<file path="config.mk">
export PLATFORM = sky130hd
export DESIGN_NAME = imem_arbiter
export DESIGN_NICKNAME = d
export VERILOG_FILES = /design/src/rtl/imem_pkg.sv /design/src/rtl/rr_arb2.sv /design/src/rtl/imem_arbiter.sv
export SDC_FILE = /design/constraint.sdc
export NUM_CORES = 1
export LEC_CHECK = 0
export BUFFER_PORTS_ARGS = -buffer_cell sky130_fd_sc_hd__buf_2
export CAP_MARGIN = 10
export CORE_MARGIN = 4
export CORE_UTILIZATION = 32
export DETAILED_ROUTE_END_ITERATION = 10
export PLACE_DENSITY = 0.82
export SLEW_MARGIN = 0
export SYNTH_ARGS = -nofsm -noshare
export SYNTH_HDL_FRONTEND = slang
export SYNTH_HIERARCHICAL = 1
export SYNTH_SLANG_ARGS = --single-unit
export TNS_END_PERCENT = 30
</file>
<file path="constraint.sdc">
create_clock -name clk -period 1.8 [get_ports clk]
set_input_delay 0.36 -clock clk [delete_from_list [all_inputs] [get_ports clk]]
set_output_delay 0.36 -clock clk [all_outputs]
set_load 0.02 [all_outputs]
</file>
<file path="src/rtl/imem_pkg.sv">
// Shared types and constants for the instruction-memory arbiter.
// Pulled into the arbiter and its round-robin helper through their module headers.
package imem_pkg;

  localparam int DEFAULT_DEPTH = 1024;
  localparam int DEFAULT_AW    = 10;

  // addi x0, x0, 0 -- returned for fetches that must not touch memory.
  localparam logic [31:0] NOP_INSN = 32'h0000_0013;

  typedef enum logic {
    BOOT = 1'b0,
    RUN  = 1'b1
  } state_t;

  typedef enum logic {
    WIN_LOADER = 1'b0,
    WIN_FETCH  = 1'b1
  } winner_t;

endpackage

</file>
<file path="src/rtl/rr_arb2.sv">
// Two-requester round-robin arbiter (fetch vs loader) for the RUN phase.
// The last-winner flag moves only on contention, so a lone requester never skews fairness.
module rr_arb2
  import imem_pkg::*;
(
  input  logic clk,
  input  logic rst,
  input  logic en,
  input  logic req_fetch,
  input  logic req_ld,
  output logic gnt_fetch,
  output logic gnt_ld
);

  winner_t last_winner;
  logic    contend;

  assign contend = en & req_fetch & req_ld;

  // NOTE: every always_comb output gets a default first so no path leaves it unassigned (no latch).
  always_comb begin
    gnt_fetch = 1'b0;
    gnt_ld    = 1'b0;
    if (en) begin
      if (contend) begin
        gnt_fetch = (last_winner == WIN_LOADER);
        gnt_ld    = (last_winner == WIN_FETCH);
      end else begin
        gnt_fetch = req_fetch;
        gnt_ld    = req_ld;
      end
    end
  end

  // NOTE: sequential state uses non-blocking assignments so every flop samples pre-edge values.
  always_ff @(posedge clk or negedge rst) begin
    if (!rst) begin
      last_winner <= WIN_LOADER;
    end else if (contend) begin
      last_winner <= gnt_fetch ? WIN_FETCH : WIN_LOADER;
    end
  end

endmodule

</file>
<file path="src/rtl/imem_arbiter.sv">
// Single-port owner of the instruction memory: boot-time loader streaming, then
// round-robin sharing between CPU fetch and loader patch writes.
module imem_arbiter
  import imem_pkg::*;
#(
  parameter int DEPTH = DEFAULT_DEPTH,
  parameter int AW    = DEFAULT_AW
) (
  input  logic          clk,
  input  logic          rst,
  input  logic          ld_valid,
  output logic          ld_ready,
  input  logic [AW-1:0] ld_addr,
  input  logic [31:0]   ld_data,
  input  logic          ld_last,
  input  logic          fetch_req,
  input  logic [31:0]   fetch_addr,
  output logic          fetch_gnt,
  output logic          fetch_rvalid,
  output logic [31:0]   fetch_rdata,
  output logic          mem_we,
  output logic [AW-1:0] mem_addr,
  output logic [31:0]   mem_wdata,
  input  logic [31:0]   mem_rdata,
  output logic          boot_done,
  output logic          fetch_err
);

  state_t        state;
  state_t        state_nxt;
  logic          in_run;
  logic          arb_fetch;
  logic          arb_ld;
  logic          ld_acc;
  logic          fetch_bad;
  logic [29:0]   fetch_word;
  logic [AW-1:0] addr_q;
  logic [AW-1:0] addr_nxt;
  logic          rd_pend;
  logic          rd_nop;

  assign in_run = (state == RUN);

  rr_arb2 u_arb (
    .clk       (clk),
    .rst       (rst),
    .en        (in_run),
    .req_fetch (fetch_req),
    .req_ld    (ld_valid),
    .gnt_fetch (arb_fetch),
    .gnt_ld    (arb_ld)
  );

  // A misaligned or out-of-range PC is still granted but never reaches the array.
  assign fetch_word = fetch_addr[31:2];
  assign fetch_bad  = (fetch_addr[1:0] != 2'b00) || ({2'b00, fetch_word} >= 32'(DEPTH));

  always_comb begin
    state_nxt = state;
    ld_ready  = 1'b0;
    fetch_gnt = 1'b0;
    unique case (state)
      BOOT: begin
        ld_ready = 1'b1;
        if (ld_valid && ld_last) state_nxt = RUN;
      end
      RUN: begin
        ld_ready  = arb_ld;
        fetch_gnt = arb_fetch;
      end
    endcase
  end

  assign ld_acc = ld_valid & ld_ready;

  always_comb begin
    addr_nxt = addr_q;
    if (ld_acc) begin
      addr_nxt = ld_addr;
    end else if (fetch_gnt && !fetch_bad) begin
      addr_nxt = fetch_addr[AW+1:2];
    end
  end

  // Port outputs are forced to their idle values while reset is held, so no write
  // can leak out during the reset cycle even with a beat on the loader side.
  assign mem_we    = rst & ld_acc;
  assign mem_wdata = (rst && ld_acc) ? ld_data : 32'h0;
  assign mem_addr  = rst ? addr_nxt : '0;

  always_ff @(posedge clk or negedge rst) begin
    if (!rst) begin
      state     <= BOOT;
      addr_q    <= '0;
      rd_pend   <= 1'b0;
      rd_nop    <= 1'b0;
      fetch_err <= 1'b0;
    end else begin
      state   <= state_nxt;
      addr_q  <= addr_nxt;
      rd_pend <= fetch_gnt;
      rd_nop  <= fetch_gnt & fetch_bad;
      if (fetch_gnt && fetch_bad) fetch_err <= 1'b1;
    end
  end

  assign boot_done    = in_run;
  assign fetch_rvalid = rd_pend;
  assign fetch_rdata  = !rd_pend ? 32'h0 : (rd_nop ? NOP_INSN : mem_rdata);

endmodule

</file>
======== Word level (Yosys, flattened, before mapping) ========
Index checks and enable logic that the tools add are counted.
storage, ports and cells
  flip-flop bits (word level) ............. 15
  output and inout bits ................... 80
  word-level logic and storage cells ...... 35
operators by class
  $lt $le $gt $ge ......................... 1
  muxes and demuxes ....................... 14
  bitwise operators ....................... 7
  reductions and logical operators ........ 7
operator list
  operator              count
  $mux 32               3
  $ge 30x11->1 const B  1
  $mux 10               3
  $mux 1                7
  $and 1x1->1           5
  $logic_and 1x1->1     4
  $not 1->1             2
  $pmux 1 s2            1
  $reduce_bool 2->1     1
  $logic_not 1->1       1
  $logic_or 1x1->1      1

======== Logic depth before layout (Yosys ltp) ========
  word-level depth ........................ 9
  depth in mapped cells ................... 7
  depth with buffers taken out ............ 6

======== Cells and area by module ========
Netlist, hierarchy kept.
modules (own cells, without submodules)
  module        times used  cells each  area each (um2)  sequential area each (um2)
  imem_arbiter  1           170         1,365.1          350.3
  rr_arb2       1           8           60.1             25.0

======== Least setup slack after synthesis ========
OpenSTA, ideal clock, no wires.
  path kind ............................... reg2out
  start point ............................. register state (netlist: boot_done)
  end point ............................... output mem_wdata[22]
  arrival time ............................ 1.844 ns
  path slack .............................. -0.404 ns
  stages on the path, launching flop included .. 7
  buffers on the path ..................... 1
  cell sequence ........................... dfrtp_1 nand2_1 a21oi_1 nand2b_1 and3_1 clkbuf_1 and2_1
between the ends
  word-level cells in the longest chain between the ends .. 7
  elaborated cells on any way between the ends .. 8
RTL lines
  element                   RTL line            source
  start, declared           imem_arbiter.sv:29  state_t state;
  start signal, assigned    imem_arbiter.sv:99  state <= state_nxt;
  $and 1x1->1 (2 in a row)  rr_arb2.sv:18       assign contend = en & req_fetch & req_ld;
  $mux 1                    rr_arb2.sv:25       if (contend) begin
  named net arb_ld          imem_arbiter.sv:33  logic arb_ld;
  $pmux 1 s2                imem_arbiter.sv:62  unique case (state)
  named net ld_ready        imem_arbiter.sv:12  output logic ld_ready,
  $and 1x1->1               imem_arbiter.sv:74  assign ld_acc = ld_valid & ld_ready;
  $logic_and 1x1->1         imem_arbiter.sv:88  assign mem_wdata = (rst && ld_acc) ? ld_data : 32'h0;
  $mux 32                   imem_arbiter.sv:88
  end, declared             imem_arbiter.sv:23  output logic [31:0] mem_wdata,
The timed path passes the listed nets, and every way through them passes these cells.

======== Final worst setup path ========
  start point ............................. register u_arb.last_winner
  end point ............................... output mem_addr[7]
between the ends
  elaborated cells on any way between the ends .. 11
RTL lines
  element                 RTL line            source
  start, declared         rr_arb2.sv:15       winner_t last_winner;
  start signal, assigned  rr_arb2.sv:40       last_winner <= gnt_fetch ? WIN_FETCH : WIN_LOADER;
  $mux 1                  rr_arb2.sv:25
  named net arb_ld        imem_arbiter.sv:33
  $pmux 1 s2              imem_arbiter.sv:62
  $and 1x1->1             imem_arbiter.sv:74
  $mux 10                 imem_arbiter.sv:78  if (ld_acc) begin
  $mux 10                 imem_arbiter.sv:89  assign mem_addr = rst ? addr_nxt : '0;
  end, declared           imem_arbiter.sv:22  output logic [AW-1:0] mem_addr,
The timed path passes the listed nets, and every way through them passes these cells.

==> qor.yml <==
global_route:
  grt_max_degree: 30
  grt_first_pass_wirelength_um: 10830
  grt_use_total_pct: 26.05
  met1_usage_pct: 29.66
  grt_util_met3_pct: 7.877
  gr-total-overflow: 0
  gr-usage-met2_pct: 47.71
  grt_pass1_vias: 2156
  top_usage_layer: "met2"
  grt_antenna_before_repair: 0
detailed_routing:
  wirelength_um: 8764
  first_pass_iters: 4
  route.detailed.drc: 0
  vias_per_cell: 5.121
  num_vias: 2243
  postRouteAntennaNets: 0
  dr.first_iter.drc_count: 81
  wl_per_cell_um: 20.01
power:
  irDropWorstVdd_mv: 0.8009
  p_per_area_nw_per_um2: 625.6
  design_power_total_mw: 2.143
  netSwitchingPower_uw: 905.4
  swShare_pct: 42.25
  pwr-share-clk_pct: 13.9
  p_seq_share_pct: 22.8
  power_frac_comb_pct: 63.3
  power_leakage_nw: 1.689
  internal_power_mw: 1.238
floorplan:
  fp.coreArea_um2: 4324
  pin_count: 191
  die_h_um: 74.74
  dieArea_um2: 5585
  start_util_pct: 32.96
  dieWidth_um: 74.74
  num_rows: 24
place:
  pre_cts_slack_ps: -290.1
  io_buffers: 190
  globalplace.congestion: 0.7015
  dp_hpwl_um: 5496
  place_area_um2: 2646
  dp_cells: 423
critical_path:
  rr_worst_depth: 8
  r2r-end: "addr_q[9]$_DFF_PN0_"
  cp.arrival_ps: 1750
  worst_path_max_delay_cell: "dfrtp_1"
  crit_chain: "inv_2, a21oi_2, nand2b_4, buf_4, nand2_4, clkbuf_16, o21ai_2, a21oi_2, buf_4"
  crit_buf_inv: 4
  cp-end-kind: "output pin"
  startpoint_type: "register"
  cp_top_family: "buffers and inverters"
  required_ps: 1440
  slowest_delay_ps: 420
  rrSetupSlack_ps: 240
  r2r_start: "u_arb/last_winner$_DFFE_PN0N_"
  cp_max_fo: 5
  crit_type: "register to output pin"
sta:
  rsz0062_at_grt: "true"
  relSlewSlack_pct: 78.57
  holdWs_ps: 78.79
  final_hold_viol_count: 0
  fin_crit_ps: 2110
  slew_viol_final: 0
  skew_ps: 3.516
  tightest_slew_ps: 318.8
  fmax_mhz: 473.9
  setup_violations: 43
  post-route-period-util_pct: 117.2
  setup_tns_ps: -11430
  fin_ws_ps: -310.0
hold_path:
  min_path_type: "primary input to async pin"
synthesis:
  synth_ff_type: "dfrtp_1"
  synth_cells: 178
  ys_warn_count: 6
  synth_async_sr_flop_share_pct: 100.0
  synth_edf_count: 0
  seq_area_frac_synth_pct: 26.34
  yosys_register_bits: 15
  synth_area_leaders: "and2_1, dfrtp_1, a41oi_2, a21oi_1, o21ai_0"
  postSynthAreaPerCell_um2: 8.006
  syn_nets: 289
  synthDistinctLibCells: 26
  synth_top_area_share_pct: 27.22
  synth_area_um2: 1425
  yosysMostFrequentCell: "and2_1"
  synth_area_leader_cell: "and2_1"
  synthTopCellsByCount: "and2_1, a21oi_1, o21ai_0"
clock_tree:
  clock-sinks: 15
  htree_levels: 1
  clockBufferDepth: 2
  path_clk_slew_ps: 70
  holdBufCountCts: 0
  clock_latency_ps: 260
  root_buffer: "clkbuf_8"
  cts_tree: "yes"
  cts_buffers: 3
layout:
  fillCellCount: 272
  instances_no_fill: 438
  drive_gt1_share_pct: 79.79
  area_growth_pct: 140.4
  design_area_um2: 3426
  finalNetCount: 498
  utilization_pct: 79.22
  diodes: 0
run_status:
  violations: "negative setup slack"
  status: "complete, but fails checks"
run:
  cap_viol_max_count: 0
[layout by cell type, fill, tap and decap left out, types with 2 or more instances in the layout]
cell / count
buf_4: 21
nand2_1: 2
and2_4: 25
nor4_4: 4
o21ai_4: 5
nor2_1: 11
buf_2: 147
buf_12: 7
clkbuf_16: 2
a41oi_2: 5
o21ai_2: 15
a21oi_2: 11
and2_1: 30
and2_2: 9
a21oi_1: 11
a41oi_4: 5
dfrtp_1: 14
buf_16: 3
o21a_1: 3
buf_6: 36
clkbuf_8: 3
[worst max path at each step]
stage	startpoint	end	slack, ps	cells past startpoint
6_report	u_arb/last_winner$_DFFE_PN0N_	mem_addr[7]	-310	9
5_1_grt	u_arb/last_winner$_DFFE_PN0N_	mem_addr[4]	-380	9
4_1_cts	u_arb/last_winner$_DFFE_PN0N_	mem_addr[8]	-220	7
3_5_place_dp	fetch_addr[22]	mem_addr[0]	-290	7
3_3_place_gp	fetch_addr[22]	mem_addr[9]	-250	7
2_1_floorplan	boot_done$_DFF_PN0_	mem_wdata[10]	-30	6
[power by group through the flow]
stage                     sequential, mW  clock, mW  combinational, mW
after detailed placement           0.466          0               1.02
after global routing               0.501      0.313               1.43
after floorplan                    0.462          0              0.603
final                              0.490      0.297               1.36
after global placement             0.463          0               1.00
after CTS                          0.481      0.288               1.24
[per-layer routing]
layer	routed length, um	vias to the layer above
met1	3026	1045
met4	155	0
met5	0	-
met2	4676	138
li1	-	1045
met3	906	15
[area by class of cell]
cell class | count | area, um2 | area share (%)
Inverter | 1 | 3.754 | 0.1096
Tap cell | 52 | 65.06 | 1.899
Timing Repair Buffer | 217 | 1604 | 46.82
Clock buffer | 4 | 45.04 | 1.315
Sequential cell | 15 | 376.6 | 10.99
Multi-Input combinational cell | 149 | 1331 | 38.86
[worst register-to-register path, stage by stage (launching register included)]
cell and delay [ps]:
dfrtp_1 420, inv_2 60, a21oi_2 150, nand2b_4 150
buf_4 130, nand2_4 80, bufbuf_16 280, nor2_1 110
a21oi_1 70
[cell families after synthesis]
group	Yosys count	synth area share, %
xor gates and xnor gates	1	0.6147
and+or+nand+nor	91	38.90
buffers and inverters	14	5.355
DFF	15	26.34
AOI/OAI and AO/OA	57	28.80
[sequential cells by signal, summed over array words and instances, names as in the netlist]
signal and cells:
boot_done 1, rd_nop 1, u_arb/last_winner 1, fetch_err 1, addr_q 10, fetch_rvalid 1
[repair_timing]
item                                    4_1_cts  5_1_grt
setup buffers                                 3        1
pin swaps                                    13       10
gates resized for setup                     141       36
cloned                                        5        2
endpoints found under the setup margin       43       73
Note: power is estimated with default switching activity, not from simulation.
